<file path="config.mk">
export PLATFORM = sky130hd
export DESIGN_NAME = pipe_ctrl_unit_flat
export DESIGN_NICKNAME = d
export VERILOG_FILES = /design/src/rtl/pipe_ctrl_if.sv /design/src/rtl/pipe_ctrl_unit.sv /design/src/flat_wrapper.sv
export SDC_FILE = /design/constraint.sdc
export NUM_CORES = 1
export LEC_CHECK = 0
export BUFFER_PORTS_ARGS = -buffer_cell sky130_fd_sc_hd__buf_4
export CORE_ASPECT_RATIO = 0.7
export CORE_MARGIN = 3
export CORE_UTILIZATION = 49
export CTS_CLUSTER_DIAMETER = 50
export DETAILED_ROUTE_END_ITERATION = 8
export MAX_ROUTING_LAYER = met4
export PLACE_DENSITY_LB_ADDON = 0.25
export SYNTH_ARGS = -nofsm -noshare
export SYNTH_HDL_FRONTEND = slang
export SYNTH_SLANG_ARGS = --single-unit
</file>
<file path="constraint.sdc">
create_clock -name clk -period 2.65 [get_ports clk]
set_clock_uncertainty 0.05 [all_clocks]
set_input_delay 0.265 -clock clk [delete_from_list [all_inputs] [get_ports clk]]
set_output_delay 0.265 -clock clk [all_outputs]
set_load 0.01 [all_outputs]
</file>
<file path="src/rtl/pipe_ctrl_if.sv">
// pipe_ctrl_if: signal bundle between fetch/datapath and the LEGv8 control pipeline
interface pipe_ctrl_if;
    logic [31:0] instr;
    logic        instr_valid;
    logic        stall_ext;
    logic        alu_n;
    logic        alu_z;
    logic        alu_v;
    logic        alu_c;
    logic        cbz_zero;
    logic        pc_hold;
    logic        take_branch;
    logic        br_reg;
    logic        id_reg2_rd;
    logic [1:0]  ex_alu_src;
    logic [2:0]  ex_alu_op;
    logic        ex_set_flags;
    logic        mem_read;
    logic        mem_write;
    logic        wb_reg_write;
    logic        wb_mem_to_reg;
    logic        wb_link;
    logic        flag_n;
    logic        flag_z;
    logic        flag_v;
    logic        flag_c;

    modport master (
        output instr, instr_valid, stall_ext, alu_n, alu_z, alu_v, alu_c, cbz_zero,
        input  pc_hold, take_branch, br_reg, id_reg2_rd, ex_alu_src, ex_alu_op, ex_set_flags,
               mem_read, mem_write, wb_reg_write, wb_mem_to_reg, wb_link,
               flag_n, flag_z, flag_v, flag_c
    );

    modport slave (
        input  instr, instr_valid, stall_ext, alu_n, alu_z, alu_v, alu_c, cbz_zero,
        output pc_hold, take_branch, br_reg, id_reg2_rd, ex_alu_src, ex_alu_op, ex_set_flags,
               mem_read, mem_write, wb_reg_write, wb_mem_to_reg, wb_link,
               flag_n, flag_z, flag_v, flag_c
    );
endinterface

</file>
<file path="src/rtl/pipe_ctrl_unit.sv">
// pipe_ctrl_unit: 5-stage LEGv8 control pipeline with load-use/flag hazards, freeze, squash and NZVC file
module pipe_ctrl_unit #(
    parameter logic DELAY_SLOT   = 1'b1,
    parameter logic FLAG_FWD     = 1'b1,
    parameter logic LOAD_USE_DET = 1'b1
) (
    input logic        clk,
    input logic        reset,
    pipe_ctrl_if.slave bus
);
    typedef enum logic [3:0] {
        OP_NOP, OP_ADDI, OP_ADDS, OP_SUBS, OP_LDUR, OP_STUR,
        OP_B, OP_BL, OP_BLT, OP_CBZ, OP_BR
    } op_e;

    function automatic op_e decode(input logic [31:0] w);
        return w[31:22] == 10'b1001000100                     ? OP_ADDI :
               w[31:21] == 11'b10101011000                    ? OP_ADDS :
               w[31:21] == 11'b11101011000                    ? OP_SUBS :
               w[31:21] == 11'b11111000010                    ? OP_LDUR :
               w[31:21] == 11'b11111000000                    ? OP_STUR :
               w[31:26] == 6'b000101                          ? OP_B    :
               w[31:26] == 6'b100101                          ? OP_BL   :
               w[31:24] == 8'b01010100 && w[4:0] == 5'b01011  ? OP_BLT  :
               w[31:24] == 8'b10110100                        ? OP_CBZ  :
               w[31:21] == 11'b11010110000                    ? OP_BR   : OP_NOP;
    endfunction

    // ID keeps the full word for operand checks; later stages only need the class (NOP = invalid)
    logic [31:0] id_ir_q, id_ir_d;
    logic        id_v_q, id_v_d;
    op_e         ex_op_q, ex_op_d, mem_op_q, mem_op_d, wb_op_q, wb_op_d;
    logic [4:0]  ex_rt_q, ex_rt_d;
    logic [3:0]  nzvc_q, nzvc_d;

    op_e  id_op;
    logic ex_sets, rd_rn, rd_rm, rd_rt, load_use, flag_haz, hazard, lt, take;

    always_comb begin
        id_op    = id_v_q ? decode(id_ir_q) : OP_NOP;
        ex_sets  = ex_op_q inside {OP_ADDS, OP_SUBS};
        rd_rn    = id_op inside {OP_ADDI, OP_ADDS, OP_SUBS, OP_LDUR, OP_STUR, OP_BR} && id_ir_q[9:5] == ex_rt_q;
        rd_rm    = id_op inside {OP_ADDS, OP_SUBS} && id_ir_q[20:16] == ex_rt_q;
        rd_rt    = id_op inside {OP_STUR, OP_CBZ} && id_ir_q[4:0] == ex_rt_q;
        load_use = LOAD_USE_DET && ex_op_q == OP_LDUR && ex_rt_q != 5'd31 && (rd_rn || rd_rm || rd_rt);
        flag_haz = !FLAG_FWD && id_op == OP_BLT && ex_sets;
        hazard   = load_use || flag_haz;
        lt       = (FLAG_FWD && ex_sets) ? bus.alu_n ^ bus.alu_v : nzvc_q[3] ^ nzvc_q[1];
        take     = !bus.stall_ext && !hazard &&
                   (id_op inside {OP_B, OP_BL} || (id_op == OP_CBZ && bus.cbz_zero) || (id_op == OP_BLT && lt));
    end

    always_comb begin
        id_ir_d  = id_ir_q;
        id_v_d   = id_v_q;
        ex_op_d  = ex_op_q;
        ex_rt_d  = ex_rt_q;
        mem_op_d = mem_op_q;
        wb_op_d  = wb_op_q;
        nzvc_d   = nzvc_q;
        if (!bus.stall_ext) begin
            wb_op_d  = mem_op_q;
            mem_op_d = ex_op_q;
            ex_op_d  = hazard ? OP_NOP : id_op;
            ex_rt_d  = id_ir_q[4:0];
            if (!hazard) begin
                id_ir_d = bus.instr;
                id_v_d  = bus.instr_valid && !(take && !DELAY_SLOT);
            end
            if (ex_sets) nzvc_d = {bus.alu_n, bus.alu_z, bus.alu_v, bus.alu_c};
        end
    end

    always_ff @(posedge clk) begin
        if (reset) begin
            id_ir_q  <= '0;
            id_v_q   <= 1'b0;
            ex_op_q  <= OP_NOP;
            ex_rt_q  <= '0;
            mem_op_q <= OP_NOP;
            wb_op_q  <= OP_NOP;
            nzvc_q   <= '0;
        end else begin
            id_ir_q  <= id_ir_d;
            id_v_q   <= id_v_d;
            ex_op_q  <= ex_op_d;
            ex_rt_q  <= ex_rt_d;
            mem_op_q <= mem_op_d;
            wb_op_q  <= wb_op_d;
            nzvc_q   <= nzvc_d;
        end
    end

    assign bus.pc_hold       = bus.stall_ext || hazard;
    assign bus.take_branch   = take;
    assign bus.br_reg        = id_op == OP_BR;
    assign bus.id_reg2_rd    = id_op inside {OP_STUR, OP_CBZ};
    assign bus.ex_alu_src    = ex_op_q == OP_ADDI ? 2'b01 :
                               ex_op_q inside {OP_LDUR, OP_STUR} ? 2'b10 : 2'b00;
    assign bus.ex_alu_op     = ex_op_q == OP_SUBS ? 3'b011 :
                               ex_op_q inside {OP_ADDI, OP_ADDS, OP_LDUR, OP_STUR} ? 3'b010 : 3'b000;
    assign bus.ex_set_flags  = ex_sets;
    assign bus.mem_read      = mem_op_q == OP_LDUR;
    assign bus.mem_write     = mem_op_q == OP_STUR;
    assign bus.wb_reg_write  = wb_op_q inside {OP_ADDI, OP_ADDS, OP_SUBS, OP_LDUR, OP_BL};
    assign bus.wb_mem_to_reg = wb_op_q == OP_LDUR;
    assign bus.wb_link       = wb_op_q == OP_BL;
    assign bus.flag_n        = nzvc_q[3];
    assign bus.flag_z        = nzvc_q[2];
    assign bus.flag_v        = nzvc_q[1];
    assign bus.flag_c        = nzvc_q[0];
endmodule

</file>
<file path="src/flat_wrapper.sv">
// flat-port wrapper written by rule: the top's interface ports become plain ports
module pipe_ctrl_unit_flat 
#(
    parameter logic DELAY_SLOT   = 1'b1,
    parameter logic FLAG_FWD     = 1'b1,
    parameter logic LOAD_USE_DET = 1'b1
)
  (clk, reset, bus_instr, bus_instr_valid, bus_stall_ext, bus_alu_n, bus_alu_z, bus_alu_v, bus_alu_c, bus_cbz_zero, bus_pc_hold, bus_take_branch, bus_br_reg, bus_id_reg2_rd, bus_ex_alu_src, bus_ex_alu_op, bus_ex_set_flags, bus_mem_read, bus_mem_write, bus_wb_reg_write, bus_wb_mem_to_reg, bus_wb_link, bus_flag_n, bus_flag_z, bus_flag_v, bus_flag_c);
  pipe_ctrl_if bus_i ();
  input logic clk;
  input logic reset;
  input wire logic [$bits(bus_i.instr)-1:0] bus_instr;
  input wire logic [$bits(bus_i.instr_valid)-1:0] bus_instr_valid;
  input wire logic [$bits(bus_i.stall_ext)-1:0] bus_stall_ext;
  input wire logic [$bits(bus_i.alu_n)-1:0] bus_alu_n;
  input wire logic [$bits(bus_i.alu_z)-1:0] bus_alu_z;
  input wire logic [$bits(bus_i.alu_v)-1:0] bus_alu_v;
  input wire logic [$bits(bus_i.alu_c)-1:0] bus_alu_c;
  input wire logic [$bits(bus_i.cbz_zero)-1:0] bus_cbz_zero;
  output wire logic [$bits(bus_i.pc_hold)-1:0] bus_pc_hold;
  output wire logic [$bits(bus_i.take_branch)-1:0] bus_take_branch;
  output wire logic [$bits(bus_i.br_reg)-1:0] bus_br_reg;
  output wire logic [$bits(bus_i.id_reg2_rd)-1:0] bus_id_reg2_rd;
  output wire logic [$bits(bus_i.ex_alu_src)-1:0] bus_ex_alu_src;
  output wire logic [$bits(bus_i.ex_alu_op)-1:0] bus_ex_alu_op;
  output wire logic [$bits(bus_i.ex_set_flags)-1:0] bus_ex_set_flags;
  output wire logic [$bits(bus_i.mem_read)-1:0] bus_mem_read;
  output wire logic [$bits(bus_i.mem_write)-1:0] bus_mem_write;
  output wire logic [$bits(bus_i.wb_reg_write)-1:0] bus_wb_reg_write;
  output wire logic [$bits(bus_i.wb_mem_to_reg)-1:0] bus_wb_mem_to_reg;
  output wire logic [$bits(bus_i.wb_link)-1:0] bus_wb_link;
  output wire logic [$bits(bus_i.flag_n)-1:0] bus_flag_n;
  output wire logic [$bits(bus_i.flag_z)-1:0] bus_flag_z;
  output wire logic [$bits(bus_i.flag_v)-1:0] bus_flag_v;
  output wire logic [$bits(bus_i.flag_c)-1:0] bus_flag_c;
  assign bus_i.instr = bus_instr;
  assign bus_i.instr_valid = bus_instr_valid;
  assign bus_i.stall_ext = bus_stall_ext;
  assign bus_i.alu_n = bus_alu_n;
  assign bus_i.alu_z = bus_alu_z;
  assign bus_i.alu_v = bus_alu_v;
  assign bus_i.alu_c = bus_alu_c;
  assign bus_i.cbz_zero = bus_cbz_zero;
  assign bus_pc_hold = bus_i.pc_hold;
  assign bus_take_branch = bus_i.take_branch;
  assign bus_br_reg = bus_i.br_reg;
  assign bus_id_reg2_rd = bus_i.id_reg2_rd;
  assign bus_ex_alu_src = bus_i.ex_alu_src;
  assign bus_ex_alu_op = bus_i.ex_alu_op;
  assign bus_ex_set_flags = bus_i.ex_set_flags;
  assign bus_mem_read = bus_i.mem_read;
  assign bus_mem_write = bus_i.mem_write;
  assign bus_wb_reg_write = bus_i.wb_reg_write;
  assign bus_wb_mem_to_reg = bus_i.wb_mem_to_reg;
  assign bus_wb_link = bus_i.wb_link;
  assign bus_flag_n = bus_i.flag_n;
  assign bus_flag_z = bus_i.flag_z;
  assign bus_flag_v = bus_i.flag_v;
  assign bus_flag_c = bus_i.flag_c;
  pipe_ctrl_unit #(.DELAY_SLOT(DELAY_SLOT), .FLAG_FWD(FLAG_FWD), .LOAD_USE_DET(LOAD_USE_DET)) u_core (.clk(clk), .reset(reset), .bus(bus_i));
endmodule
</file>
==> Word-level counts from Yosys, hierarchy flattened <==
Index checks and enable logic that the tools add are counted.
{ "word_totals": {"in_bits": 41, "reg_bits": 54, "elab_cells": 92, "out_inout_bits": 19} }
{ "classes": {"reduce_logical": 27, "n_eq_ne": 37, "mux": 17, "n_bitwise": 4} }
{ "ops": {"columns": ["cell", "count"], "rows": [
  ["11-bit == test (second input constant)", 5],
  ["4-bit two-way mux", 12],
  ["4-bit by 3-bit == test with 1-bit output (second input constant)", 10],
  ["4-bit by 2-bit == test with 1-bit output (second input constant)", 6],
  ["5-bit == test", 3],
  ["4-bit by 1-bit == test with 1-bit output (second input constant)", 3],
  ["4-bit == test (second input constant)", 3],
  ["10-bit == test (second input constant)", 1],
  ["1-bit logical AND", 10],
  ["2-bit nonzero test", 5],
  ["8-bit by 7-bit == test with 1-bit output (second input constant)", 1],
  ["8-bit == test (second input constant)", 1],
  ["6-bit by 3-bit == test with 1-bit output (second input constant)", 1],
  ["6-bit == test (second input constant)", 1],
  ["2-bit two-way mux", 3],
  ["6-bit nonzero test", 1],
  ["5-bit by 4-bit == test with 1-bit output (second input constant)", 1],
  ["1-bit logical OR", 5],
  ["5-bit inequality test (second input constant)", 1],
  ["5-bit nonzero test", 1],
  ["2-bit AND reduction", 2],
  ["4-bit nonzero test", 1],
  ["3-bit two-way mux", 1],
  ["1-bit logical NOT", 2],
  ["other kinds (3)", 5]
]} }

==> Longest topological paths before layout <==
Gate-level depths: netlist of the first run.
{ "logic_depth": {"depth_word": 21, "depth_mapped": 10, "mapped_depth_nobuf": 8} }

==> Least setup slack after synthesis of the first run <==
Ideal clock, no wire load.
{ "synth_timing": {"path_kind": "reg-to-output", "startpoint": "reg u_core.id_ir_q[31]", "endpoint": "out bus_take_branch", "t_required_ns": 2.335, "path_buffers": 2, "path_stages_with_launch": 11, "arrival_time_ns": 2.556, "setup_slack_ns": -0.221, "cell_sequence": "dfxtp_1 -> or3b_4 -> nor4_4 -> nor3b_1 -> a21bo_1 -> nand2_1 -> and4_1 -> or3_1 -> buf_6 -> buf_8 -> a21oi_1"} }
{ "synth_between": {"elab_chain_cells": 21, "elab_cells_between_ends": 49, "cone_classes": "eq/ne: 20; mux: 11; reduce/logical: 18"} }
{ "synth_lines": {"columns": ["element", "line", "text"], "rows": [
  ["start: declaration", "pipe_ctrl_unit.sv:30", "logic [31:0] id_ir_q, id_ir_d;"],
  ["start signal: assignment", "pipe_ctrl_unit.sv:84", "id_ir_q <= id_ir_d;"],
  ["11-bit == test", "pipe_ctrl_unit.sv:26", "w[31:21] == 11'b11010110000 ? OP_BR : OP_NOP;"],
  ["4-bit two-way mux", "pipe_ctrl_unit.sv:26", null],
  ["4-bit two-way mux", "pipe_ctrl_unit.sv:25", "w[31:24] == 8'b10110100 ? OP_CBZ :"],
  ["4-bit two-way mux", "pipe_ctrl_unit.sv:24", "w[31:24] == 8'b01010100 && w[4:0] == 5'b01011 ? OP_BLT :"],
  ["4-bit two-way mux", "pipe_ctrl_unit.sv:23", "w[31:26] == 6'b100101 ? OP_BL :"],
  ["4-bit two-way mux", "pipe_ctrl_unit.sv:22", "w[31:26] == 6'b000101 ? OP_B :"],
  ["4-bit two-way mux", "pipe_ctrl_unit.sv:21", "w[31:21] == 11'b11111000000 ? OP_STUR :"],
  ["4-bit two-way mux", "pipe_ctrl_unit.sv:20", "w[31:21] == 11'b11111000010 ? OP_LDUR :"],
  ["[... 4 more ...]", null, null],
  ["4-bit by 1-bit == test with 1-bit output, or another cell as far along", "pipe_ctrl_unit.sv:42", "rd_rn = id_op inside {OP_ADDI, OP_ADDS, OP_SUBS, OP_LDUR, OP_STUR, OP_BR} && id_ir_q[9:5] == ex_rt_q;"],
  ["6-bit nonzero test / 2-bit nonzero test (equally long branches)", "pipe_ctrl_unit.sv:42, pipe_ctrl_unit.sv:43", null],
  ["1-bit logical AND (on tied branches)", "pipe_ctrl_unit.sv:42, pipe_ctrl_unit.sv:43", null],
  ["1-bit logical OR (2 in a row)", "pipe_ctrl_unit.sv:45", "load_use = LOAD_USE_DET && ex_op_q == OP_LDUR && ex_rt_q != 5'd31 && (rd_rn || rd_rm || rd_rt);"],
  ["1-bit logical AND", "pipe_ctrl_unit.sv:45", null],
  ["1-bit logical NOT", "pipe_ctrl_unit.sv:49", "take = !bus.stall_ext && !hazard &&"],
  ["1-bit logical AND", "pipe_ctrl_unit.sv:49", null],
  ["1-bit logical AND (*)", "pipe_ctrl_unit.sv:49", null],
  ["end: declaration", "flat_wrapper.sv:21", "output wire logic [$bits(bus_i.take_branch)-1:0] bus_take_branch;"]
]} }
Every way passes the cells marked *; elsewhere a longest branch is shown, timed or not.

==> Worst setup path after layout of the first run <==
{ "layout_timing": {"startpoint": "reg u_core.id_ir_q[21]", "endpoint": "out bus_take_branch"} }
{ "layout_between": {"elab_chain_cells": 21, "elab_cells_between_ends": 43, "cone_classes": "eq/ne: 15; mux: 11; reduce/logical: 17"} }
{ "layout_lines": {"columns": ["element", "line"], "rows": [
  ["11-bit == test", "pipe_ctrl_unit.sv:26"],
  ["4-bit two-way mux", "pipe_ctrl_unit.sv:26"],
  ["4-bit two-way mux", "pipe_ctrl_unit.sv:25"],
  ["4-bit two-way mux", "pipe_ctrl_unit.sv:24"],
  ["4-bit two-way mux", "pipe_ctrl_unit.sv:23"],
  ["4-bit two-way mux", "pipe_ctrl_unit.sv:22"],
  ["4-bit two-way mux", "pipe_ctrl_unit.sv:21"],
  ["4-bit two-way mux", "pipe_ctrl_unit.sv:20"],
  ["[... 4 more ...]", null],
  ["4-bit by 1-bit == test with 1-bit output, or another cell as far along", "pipe_ctrl_unit.sv:42"],
  ["6-bit nonzero test / 2-bit nonzero test (equally long branches)", "pipe_ctrl_unit.sv:42, pipe_ctrl_unit.sv:43"],
  ["1-bit logical AND (on tied branches)", "pipe_ctrl_unit.sv:42, pipe_ctrl_unit.sv:43"],
  ["1-bit logical OR (2 in a row)", "pipe_ctrl_unit.sv:45"],
  ["1-bit logical AND", "pipe_ctrl_unit.sv:45"],
  ["1-bit logical NOT", "pipe_ctrl_unit.sv:49"],
  ["1-bit logical AND", "pipe_ctrl_unit.sv:49"],
  ["1-bit logical AND (*)", "pipe_ctrl_unit.sv:49"]
]} }
Marked as above.

==> PnR_summary.wiki, run 1 <==
{| class="wikitable"
! Metric !! Value
|-
| Async S/R FF share, synth || 0%
|-
| Min Tclk post-route || 2.98 ns
|-
| Max-capacitance violation count || 0
|-
| Nature of the critical path endpoint || primary output
|-
| Number of antenna violations at the first check in global routing || 0
|-
| # port buffers || 52
|-
| Headroom to the max-slew limit || 56.9%
|-
| Multiplexer area fraction after synthesis || 17.2%
|-
| Critical path, cell by cell || or4b_4, nor3_1, o21ai_0, nand4b_1, a21oi_1, or3_4, a21oi_4, buf_6
|-
| Vias per cell || 5.17
|-
| Flop and latch count out of synthesis || 48
|-
| Ratio of total power to cell area || 420 mW/mm2
|-
| CTS clock-pin slew for the worst setup and hold paths || 0.08 ns
|-
| Hold Vio Cnt, Final || 0
|-
| Number of global-route vias before repair || 2129
|-
| Highest-count cells in the layout ignoring fill and taps || sky130_fd_sc_hd__buf_4, sky130_fd_sc_hd__nand2b_1, sky130_fd_sc_hd__mux2i_1, sky130_fd_sc_hd__dfxtp_1, sky130_fd_sc_hd__nor2_1
|-
| Overall global routing resource usage || 20.3%
|-
| Area share of xor/xnor cells in the synthesized design || 5.87%
|-
| Result of the run || complete, but fails checks
|-
| Most common flop cell mapped by yosys || sky130_fd_sc_hd__dfxtp_1
|-
| Leftover overflow at the end of global routing || 0
|-
| Highest Clock Rate || 336 MHz
|-
| Worst-path maximum fanout || 3
|-
| Setup repair after global routing missed its margin || true
|-
| Final HPWL from detailed placement || 4210 um
|-
| Number of clock buffers inserted by TritonCTS || 5
|-
| DP Worst Slack || -0.163 ns
|-
| Number of standard-cell rows in the floorplan || 21
|-
| TritonCTS Sinks || 48
|-
| Area of all sequential standard cells || 966 um2
|-
| Final number of max-transition violations || 0
|-
| Startpoint Class || flip-flop
|-
| Effective utilization at floorplan || 53.6%
|-
| Routability congestion estimate || 0.883
|-
| Dominant combinational cell family by area after synthesis || simple AND/OR/NAND/NOR gates
|-
| # nets final || 398
|-
| DRC errors left || 0
|-
| Final Cycle Share || 112%
|-
| Clock latency reported for the late side of the worst-skew pair || 0.29 ns
|-
| Slowest stage cell on the critical path || sky130_fd_sc_hd__or4b_4
|-
| Final wirelength || 6120 um
|-
| Worst setup path class || flip-flop to primary output
|-
| Pin count of the biggest net entering global routing || 80
|-
| TritonCTS clock tree || built
|-
| Clock Tree Root || sky130_fd_sc_hd__clkbuf_8
|-
| Antenna-violating nets left || 0
|-
| PnR worst setup slack || -0.326 ns
|-
| Number of synthesis warnings || 0
|-
| Most area-hungry cell type in the Yosys netlist || sky130_fd_sc_hd__dfxtp_1
|-
| Synthesized instance count || 285
|-
| Number of top-level pins || 60
|-
| Area of the core || 0.00502 mm2
|-
| Leakage dissipation || 1.48 nW
|-
| Vias after detailed routing || 2208
|-
| Post-synthesis cell type count || 46
|-
| Syn Area/Cell || 9.43 um2
|-
| CP max stage delay || 0.57 ns
|-
| Finished Core Util || 71.1%
|-
| Path category of the worst min-delay check || primary input to flip-flop
|-
| Share of final-layout standard cells stronger than drive strength 1 || 31.6%
|-
| Layout overhead on the synthesized area || 32.8%
|-
| Finish-stage setup viols || 33
|-
| DR iter-0 viols || 92
|-
| H-tree depth || 2
|-
| Die Height || 68.0 um
|-
| Mean routed wirelength per cell || 14.3 um
|-
| Multi-input combinational cell area || 0.00168 mm2
|-
| Number of enable flip-flop cells after synthesis || 0
|-
| Cell types occupying the most area after synthesis || sky130_fd_sc_hd__dfxtp_1, sky130_fd_sc_hd__mux2i_1, sky130_fd_sc_hd__nand2b_1
|-
| Complex-gate fraction of the synthesized area || 5.21%
|-
| # diodes || 0
|-
| Violations in the final reports || setup timing
|-
| IR drop worst, VDD || 0.260 mV
|-
| Die area || 0.00642 mm2
|-
| Number of search-and-repair iterations in the first detailed-routing pass || 4
|-
| Die Width || 94.5 um
|-
| Adder-cell share of the synthesized area || 0%
|-
| Most common cell after layout, fill and taps aside || sky130_fd_sc_hd__buf_4
|-
| Area share of the largest cell type after synthesis || 35.8%
|-
| Critical Path AT || 2.66 ns
|-
| Area of the mapped netlist || 0.00269 mm2
|-
| Fraction of the yosys area taken by sequential cells || 35.8%
|-
| Actual transition at the worst max-transition pin || 0.647 ns
|-
| # fillers || 393
|-
| Synthesized-area fraction occupied by and/or/nand/nor cells || 31.0%
|-
| First-pass GRT wire length || 9930 um
|-
| Longest Clk Path Bufs || 2
|-
| Net count of the mapped netlist || 326
|-
| Required time at the worst-slack endpoint || 2.34 ns
|}
[area by class of cell]
type                    count  share of cell area, %
repair buffers             83                   20.6
multi-input cells         217                   47.1
clock buffers               7                   2.42
well taps                  69                   2.42
flip-flops and latches     48                   27.1
inverters                   2                  0.210
clock inverters             1                  0.210
[power by group]
group | total [mW] | internal [mW] | leakage (nW) | switching (mW)
Sequential | 0.785 | 0.754 | 0.395 | 0.0317
Combinational | 0.262 | 0.150 | 1.04 | 0.111
Clock | 0.451 | 0.212 | 0.0445 | 0.239
Total | 1.50 | 1.12 | 1.48 | 0.382
[cells in the mapped netlist (2+ instances only)]
| cell | n |
|---|---|
| sky130_fd_sc_hd__nand2_1 | 7 |
| sky130_fd_sc_hd__a21oi_1 | 2 |
| sky130_fd_sc_hd__xnor2_1 | 10 |
| sky130_fd_sc_hd__xor2_1 | 8 |
| sky130_fd_sc_hd__inv_1 | 2 |
| sky130_fd_sc_hd__nor2_1 | 19 |
| sky130_fd_sc_hd__a31oi_1 | 2 |
| sky130_fd_sc_hd__nor4bb_1 | 2 |
| sky130_fd_sc_hd__a211oi_1 | 2 |
| sky130_fd_sc_hd__nand2b_1 | 56 |
| sky130_fd_sc_hd__nand3b_1 | 5 |
| sky130_fd_sc_hd__nor3_1 | 7 |
| sky130_fd_sc_hd__nand3_1 | 6 |
| sky130_fd_sc_hd__nor4b_1 | 3 |
| sky130_fd_sc_hd__and2_1 | 2 |
| sky130_fd_sc_hd__buf_12 | 2 |
| sky130_fd_sc_hd__nor3b_1 | 3 |
| sky130_fd_sc_hd__clkbuf_1 | 12 |
| sky130_fd_sc_hd__nor2b_1 | 2 |
| sky130_fd_sc_hd__dfxtp_1 | 48 |
| sky130_fd_sc_hd__o21ai_0 | 4 |
| sky130_fd_sc_hd__and3_1 | 2 |
| sky130_fd_sc_hd__o31ai_2 | 3 |
| sky130_fd_sc_hd__and4b_1 | 2 |
| sky130_fd_sc_hd__nand4b_1 | 2 |
| sky130_fd_sc_hd__or3_1 | 3 |
| sky130_fd_sc_hd__nor4_1 | 5 |
| sky130_fd_sc_hd__or2b_1 | 2 |
| sky130_fd_sc_hd__mux2i_1 | 45 |
[per-stage QoR]
stage | setup TNS (ns) | instances | power, mW | hold slack (ns) | cell area, um2
after global placement | -1.89 | 410 | 1.02 | 0.426 | 3230
after CTS | -6.48 | 425 | 1.50 | 0.151 | 3490
after global routing | -9.73 | 427 | 1.57 | 0.153 | 3570
after detailed placement | -3.82 | 410 | 1.03 | 0.429 | 3230
after floorplan | -0.0362 | 285 | 0.946 | 0.360 | 2710
final | -5.30 | 427 | 1.50 | 0.153 | 3570
[what timing repair did]
item	CTS	global route
setup buffers	5	4
hold buffers	0	0
pin swaps	6	7
resized for setup	16	14
endpoints found under the setup margin	35	35
gates cloned	2	0
[worst max-delay path, delay by kind of cell, from the launching register on]
kind	cells	cell delay (ns)
flip-flops	1	0.34
AND/OR/NAND/NOR	4	1.47
AO/OA/AOI/OAI	3	0.44
buffers and inverters	1	0.11
[logic make-up after synthesis]
logic type / count (synthesis)
compound gates: 18
xor+xnor: 18
buf+inv: 20
flops: 48
mux: 46
other cells: 1
simple gates: 134
[flip-flops by register name (all words and copies together), names as in the netlist]
signal	flops
u_core.ex_op_q	4
u_core.ex_rt_q	5
u_core.id_ir_q	26
u_core.id_v_q	1
u_core.mem_op_q	4
u_core.nzvc_q	4
u_core.wb_op_q	4
[metal layers]
metal  up-vias  global-route usage, %  part of all wire, %
met1      1033                   26.1                   48
met4         0                   4.68                 0.64
met2        40                   32.8                   47
li1       1131                      -                    -
met3         4                   4.95                  4.4
met5         -                      -                    0
[path summary, 6_finish.rpt]
path,startpoint,end,slack (ns),cells after the start
setup / recovery,u_core.id_ir_q[21],bus_take_branch,-0.33,8
hold / removal,bus_alu_c,u_core.nzvc_q[0],0.15,3
setup reg to reg,u_core.id_ir_q[21],u_core.id_ir_q[9],-0.27,11
hold reg to reg,u_core.id_ir_q[19],u_core.id_ir_q[19],0.44,2
(Power assumes the default switching activity.)
==> run 2, diff against run 1 <==
- CORE_UTILIZATION: 49 -> 30
- CTS_BUF_LIST: default -> sky130_fd_sc_hd__clkbuf_16
- clock period: 2.65 -> 3.5 ns (I/O delays scaled with it)
==> PnR_summary.wiki, run 2 (synthesis results as in run 1) <==
{| class="wikitable"
! Metric !! Value
|-
| Startpoint Class || flip-flop
|-
| Overall global routing resource usage || 12.0%
|-
| Ratio of total power to cell area || 385 mW/mm2
|-
| Leftover overflow at the end of global routing || 0
|-
| Number of search-and-repair iterations in the first detailed-routing pass || 4
|-
| DP Worst Slack || 0.379 ns
|-
| Number of global-route vias before repair || 2012
|-
| Cell depth of the worst min-delay path || 3
|-
| Number of antenna violations at the first check in global routing || 0
|-
| Path category of the worst min-delay check || primary input to flip-flop
|-
| Reg2Reg Depth || 9
|-
| TritonCTS Sinks || 48
|-
| H-tree depth || 2
|-
| Setup TNS || 0 ns
|-
| FF-to-FF setup slack || 0.57 ns
|-
| Top reg by flops || u_core.id_ir_q
|-
| Registers with the most flip-flops || u_core.id_ir_q (26), u_core.ex_rt_q (5)
|-
| DR iter-0 viols || 84
|-
| Routability congestion estimate || 0.771
|-
| Antenna-violating nets left || 0
|-
| Max-capacitance violation count || 0
|-
| Highest Clock Rate || 304 MHz
|-
| Final Cycle Share || 94.0%
|-
| Launch instance of the worst min-delay path || bus_alu_c
|-
| First-pass GRT wire length || 9600 um
|-
| Worst-path maximum fanout || 6
|-
| Vias per cell || 4.56
|-
| Actual transition at the worst max-transition pin || 0.618 ns
|-
| Nature of the critical path endpoint || primary output
|-
| Hold_buf cts || 0
|-
| Worst setup path class || flip-flop to primary output
|-
| Leakage dissipation || 1.33 nW
|-
| Finish-stage setup viols || 0
|-
| Number of clock buffers inserted by TritonCTS || 5
|-
| # diodes || 0
|-
| Critical Path AT || 2.89 ns
|-
| DRC errors left || 0
|-
| Number of standard-cell rows in the floorplan || 28
|-
| Setup repair after global routing missed its margin || false
|-
| Hold Vio Cnt, Final || 0
|-
| # port buffers || 52
|-
| Startpoint of the worst-slack reg-to-reg timing path || u_core.id_ir_q[31]
|-
| Headroom to the max-slew limit || 58.8%
|-
| # nets final || 372
|-
| Finished Core Util || 38.6%
|-
| Layout overhead on the synthesized area || 23.3%
|-
| Required time at the worst-slack endpoint || 3.10 ns
|-
| Final HPWL from detailed placement || 4180 um
|-
| Die Width || 119 um
|-
| Effective utilization at floorplan || 31.3%
|-
| IR drop worst, VDD || 0.170 mV
|-
| Min Tclk post-route || 3.29 ns
|-
| Number of top-level pins || 60
|-
| Longest Clk Path Bufs || 2
|-
| Vias after detailed routing || 2063
|-
| Highest-count cells in the layout ignoring fill and taps || sky130_fd_sc_hd__buf_4, sky130_fd_sc_hd__nand2b_1, sky130_fd_sc_hd__dfxtp_1
|-
| Final number of max-transition violations || 0
|-
| Pin count of the biggest net entering global routing || 80
|-
| Largest register FFs || 26
|-
| Final wirelength || 5720 um
|-
| Die area || 0.0101 mm2
|-
| Share of final-layout standard cells stronger than drive strength 1 || 23.8%
|-
| Area of the core || 0.00858 mm2
|-
| Clock Tree Root || sky130_fd_sc_hd__clkbuf_16
|-
| Most common cell after layout, fill and taps aside || sky130_fd_sc_hd__buf_4
|-
| Clock latency reported for the late side of the worst-skew pair || 0.29 ns
|-
| Mean routed wirelength per cell || 12.6 um
|-
| TritonCTS clock tree || built
|-
| CTS clock-pin slew for the worst setup and hold paths || 0.06 ns
|-
| PnR worst setup slack || 0.209 ns
|-
| Capture instance of the worst register-to-register path || u_core.id_ir_q[9]
|-
| Die Height || 85.2 um
|-
| Worst Hold End || u_core.nzvc_q[0]
|-
| Result of the run || finished, final reports clean
|}
## run 2: what timing repair did
| item | in CTS | in global routing |
|---|---|---|
| setup buffers | 0 | 2 |
| setup endpoints to repair | 0 | 1 |
| gates resized for setup | 0 | 4 |
## run 2: routing by layer
metal,track usage (%),up-vias,wire (um)
li1,-,1074,-
met1,17.3,954,3090
met2,16.4,30,2360
met3,2.86,5,203
met4,3.47,0,55
met5,-,-,0
## run 2: critical path, stage by stage (launching register included)
cell and delay (ns):
sky130_fd_sc_hd__dfxtp_2 0.38, sky130_fd_sc_hd__or3b_4 0.43, sky130_fd_sc_hd__nor4_4 0.37, sky130_fd_sc_hd__nor3b_1 0.09, sky130_fd_sc_hd__a21bo_2 0.26, sky130_fd_sc_hd__nand2_1 0.08
sky130_fd_sc_hd__and4_1 0.21, sky130_fd_sc_hd__or3_2 0.51, sky130_fd_sc_hd__a21oi_2 0.14, sky130_fd_sc_hd__buf_4 0.14
## run 2: area by class of cell
| cell class | count | area, um2 |
|---|---|---|
| clock buffers | 5 | 125 |
| clock inverters | 3 | 38.8 |
| fillers | 864 | 5270 |
| inverters | 2 | 7.51 |
| multi-input cells | 217 | 1600 |
| flip-flops and latches | 48 | 963 |
| well taps | 120 | 150 |
| repair buffers | 57 | 428 |
## run 2: where the power goes
part | internal, mW | switching (mW) | total, mW
Sequential | 0.571 | 0.0281 | 0.599
Clock | 0.333 | 0.196 | 0.529
Combinational | 0.0842 | 0.0653 | 0.149
## run 2: worst max path at each step
stage	startpoint	end	slack (ns)
final	u_core.id_ir_q[31]	bus_take_branch	0.21
after global placement	u_core.id_ir_q[31]	bus_take_branch	0.38
after CTS	u_core.id_ir_q[31]	bus_take_branch	0.05
after detailed placement	u_core.id_ir_q[31]	bus_take_branch	0.38
after global routing	u_core.id_ir_q[31]	bus_take_branch	0.02
after floorplan	u_core.id_ir_q[31]	bus_take_branch	0.54
## run 2: through the flow
stage | hold slack (ns) | power, mW | cells | area, um2
after global routing | 0.274 | 1.34 | 452 | 3310
after global placement | 0.427 | 0.760 | 442 | 3130
final | 0.254 | 1.28 | 452 | 3310
after floorplan | 0.410 | 0.714 | 285 | 2690
after detailed placement | 0.433 | 0.762 | 442 | 3130
after CTS | 0.256 | 1.29 | 450 | 3290
==> run 3, diff against run 2 <==
==> constraint.sdc (replaced) <==
create_clock -name clk -period 3.5 [get_ports clk]
set_clock_uncertainty 0.05 [all_clocks]
set_input_delay 0.7 -clock clk [delete_from_list [all_inputs] [get_ports clk]]
set_output_delay 0.7 -clock clk [all_outputs]
set_load 0.01 [all_outputs]
==> PnR_summary.wiki, run 3 (synthesis results as in run 1) <==
{| class="wikitable"
! Metric !! Value
|-
| Most common cell after layout, fill and taps aside || sky130_fd_sc_hd__buf_4
|-
| TritonCTS Sinks || 48
|-
| Largest register FFs || 26
|-
| Highest Clock Rate || 290 MHz
|-
| Met3 track utilization from global routing || 2.86%
|-
| Longest Clk Path Bufs || 2
|-
| First-pass GRT wire length || 9660 um
|-
| IR drop worst, VDD || 0.153 mV
|-
| Number of antenna violations at the first check in global routing || 0
|-
| Result of the run || finished, final reports clean
|-
| Vias per cell || 4.61
|-
| Number of search-and-repair iterations in the first detailed-routing pass || 4
|-
| Critical Path AT || 2.69 ns
|-
| Highest-count cells in the layout ignoring fill and taps || sky130_fd_sc_hd__buf_4, sky130_fd_sc_hd__nand2b_1, sky130_fd_sc_hd__dfxtp_1
|-
| Final wirelength || 5840 um
|-
| Setup repair after global routing missed its margin || true
|-
| CTS clock-pin slew for the worst setup and hold paths || 0.06 ns
|-
| Final number of max-transition violations || 0
|-
| DR iter-0 viols || 69
|-
| Cell count after placement || 447
|-
| Max-capacitance violation count || 0
|-
| Global routing usage on met1 || 17.4%
|-
| TritonCTS clock tree || built
|-
| Path category of the worst min-delay check || flip-flop to flip-flop
|-
| Area of the core || 0.00858 mm2
|-
| Met2 track demand over resource || 16.6%
|-
| Worst setup path class || flip-flop to primary output
|-
| Mean routed wirelength per cell || 12.8 um
|-
| Post-layout instance area || 0.00337 mm2
|-
| Leakage dissipation || 1.35 nW
|-
| Vias after detailed routing || 2101
|-
| Highest-utilization routing layer at the global route stage || met1
|-
| Clock Tree Root || sky130_fd_sc_hd__clkbuf_16
|-
| Number of global-route vias before repair || 2004
|-
| Ratio of total power to cell area || 361 mW/mm2
|-
| Required time at the worst-slack endpoint || 2.75 ns
|-
| Share of final-layout standard cells stronger than drive strength 1 || 25.3%
|-
| # diodes || 0
|-
| Hold_buf cts || 0
|-
| Filler-free cell count of the finished design || 456
|-
| Finish-stage setup viols || 0
|-
| Die area || 0.0101 mm2
|-
| Hold Vio Cnt, Final || 0
|-
| H-tree depth || 2
|-
| Number of clock buffers inserted by TritonCTS || 5
|-
| Slowest stage cell on the critical path || sky130_fd_sc_hd__or4b_4
|-
| Registers with the most flip-flops || u_core.id_ir_q (26), u_core.ex_rt_q (5)
|-
| Critical path, cell by cell || or4b_4, nor3_4, mux2i_2, a211oi_2, nor2b_2, buf_6, mux2_2, nand3b_1, a21oi_4, buf_6
|-
| Nature of the critical path endpoint || primary output
|-
| Placement Cell Area || 0.00317 mm2
|-
| Startpoint Class || flip-flop
|-
| Headroom to the max-slew limit || 58.3%
|-
| # port buffers || 52
|-
| Overall global routing resource usage || 12.0%
|-
| Number of top-level pins || 60
|-
| Leftover overflow at the end of global routing || 0
|-
| Buffer and inverter count on the worst path || 2
|-
| Actual transition at the worst max-transition pin || 0.625 ns
|-
| # nets final || 376
|-
| Top reg by flops || u_core.id_ir_q
|-
| Layout overhead on the synthesized area || 25.3%
|-
| Antenna-violating nets left || 0
|-
| Routability congestion estimate || 0.758
|-
| Cell repeated most along the worst path || sky130_fd_sc_hd__buf_6
|-
| Die Height || 85.2 um
|-
| Number of standard-cell rows in the floorplan || 28
|-
| Die Width || 119 um
|-
| Clock latency reported for the late side of the worst-skew pair || 0.29 ns
|-
| CP max stage delay || 0.58 ns
|-
| Worst-path maximum fanout || 4
|-
| Min Tclk post-route || 3.44 ns
|-
| Final HPWL from detailed placement || 4210 um
|-
| Effective utilization at floorplan || 31.3%
|-
| Crit-path leading delay family || simple AND/OR/NAND/NOR gates
|-
| DRC errors left || 0
|-
| Final Cycle Share || 98.4%
|-
| Pin count of the biggest net entering global routing || 80
|}
==> run 3: layout make-up <==
type                            count  area, um2
Clock buffer                        5        125
Clock inverter                      3       15.0
Fill cell                         864       5220
Inverter                            2       7.51
Multi-Input combinational cell    217       1640
Sequential cell                    48        963
Tap cell                          120        150
Timing Repair Buffer               61        465
==> run 3: repair_timing <==
action | in CTS | in global routing
setup endpoints to repair | 1 | 2
resized for setup | 4 | 9
setup buffers | 0 | 1
pin swaps | 2 | 4
==> run 3: final timing paths <==
kind                           start           endpoint  slack (ns)  cells past startpoint
setup reg to reg  u_core.id_ir_q[23]  u_core.id_ir_q[9]        0.57                      9
hold reg to reg    u_core.id_ir_q[7]  u_core.id_ir_q[7]        0.44                      2
hold / removal     u_core.id_ir_q[7]  u_core.id_ir_q[7]        0.44                      2
setup / recovery  u_core.id_ir_q[23]    bus_take_branch        0.06                     10
==> run 3: where the power goes <==
part | total [mW] | leakage (nW) | internal [mW] | switching (mW)
Clock | 0.457 | 0.0687 | 0.260 | 0.198
Sequential | 0.597 | 0.394 | 0.571 | 0.0265
Combinational | 0.160 | 0.891 | 0.0893 | 0.0711
Total | 1.21 | 1.35 | 0.920 | 0.295
==> run 3: worst min-delay path: stages (launching register included) <==
cell,delay (ns)
sky130_fd_sc_hd__dfxtp_1,0.32
sky130_fd_sc_hd__nand2b_1,0.07
sky130_fd_sc_hd__mux2i_1,0.06
==> run 3: per-layer routing <==
layer | share of wire, % | routed length (um)
met1 | 54 | 3150
met2 | 41 | 2390
met3 | 4.2 | 247
met4 | 0.92 | 54
met5 | 0 | 0
==> run 3: per-stage QoR <==
stage	TNS (ns)	setup slack [ns]	power, mW	utilization, %	hold slack, ns
after floorplan	0	0.194	0.714	-	0.410
after global placement	0	0.222	0.765	36.9	0.426
after detailed placement	0	0.214	0.767	36.9	0.433
after CTS	0	0.000989	1.23	38.7	0.444
after global routing	-0.0612	-0.0612	1.27	39.2	0.468
final	0	0.0563	1.21	39.2	0.442
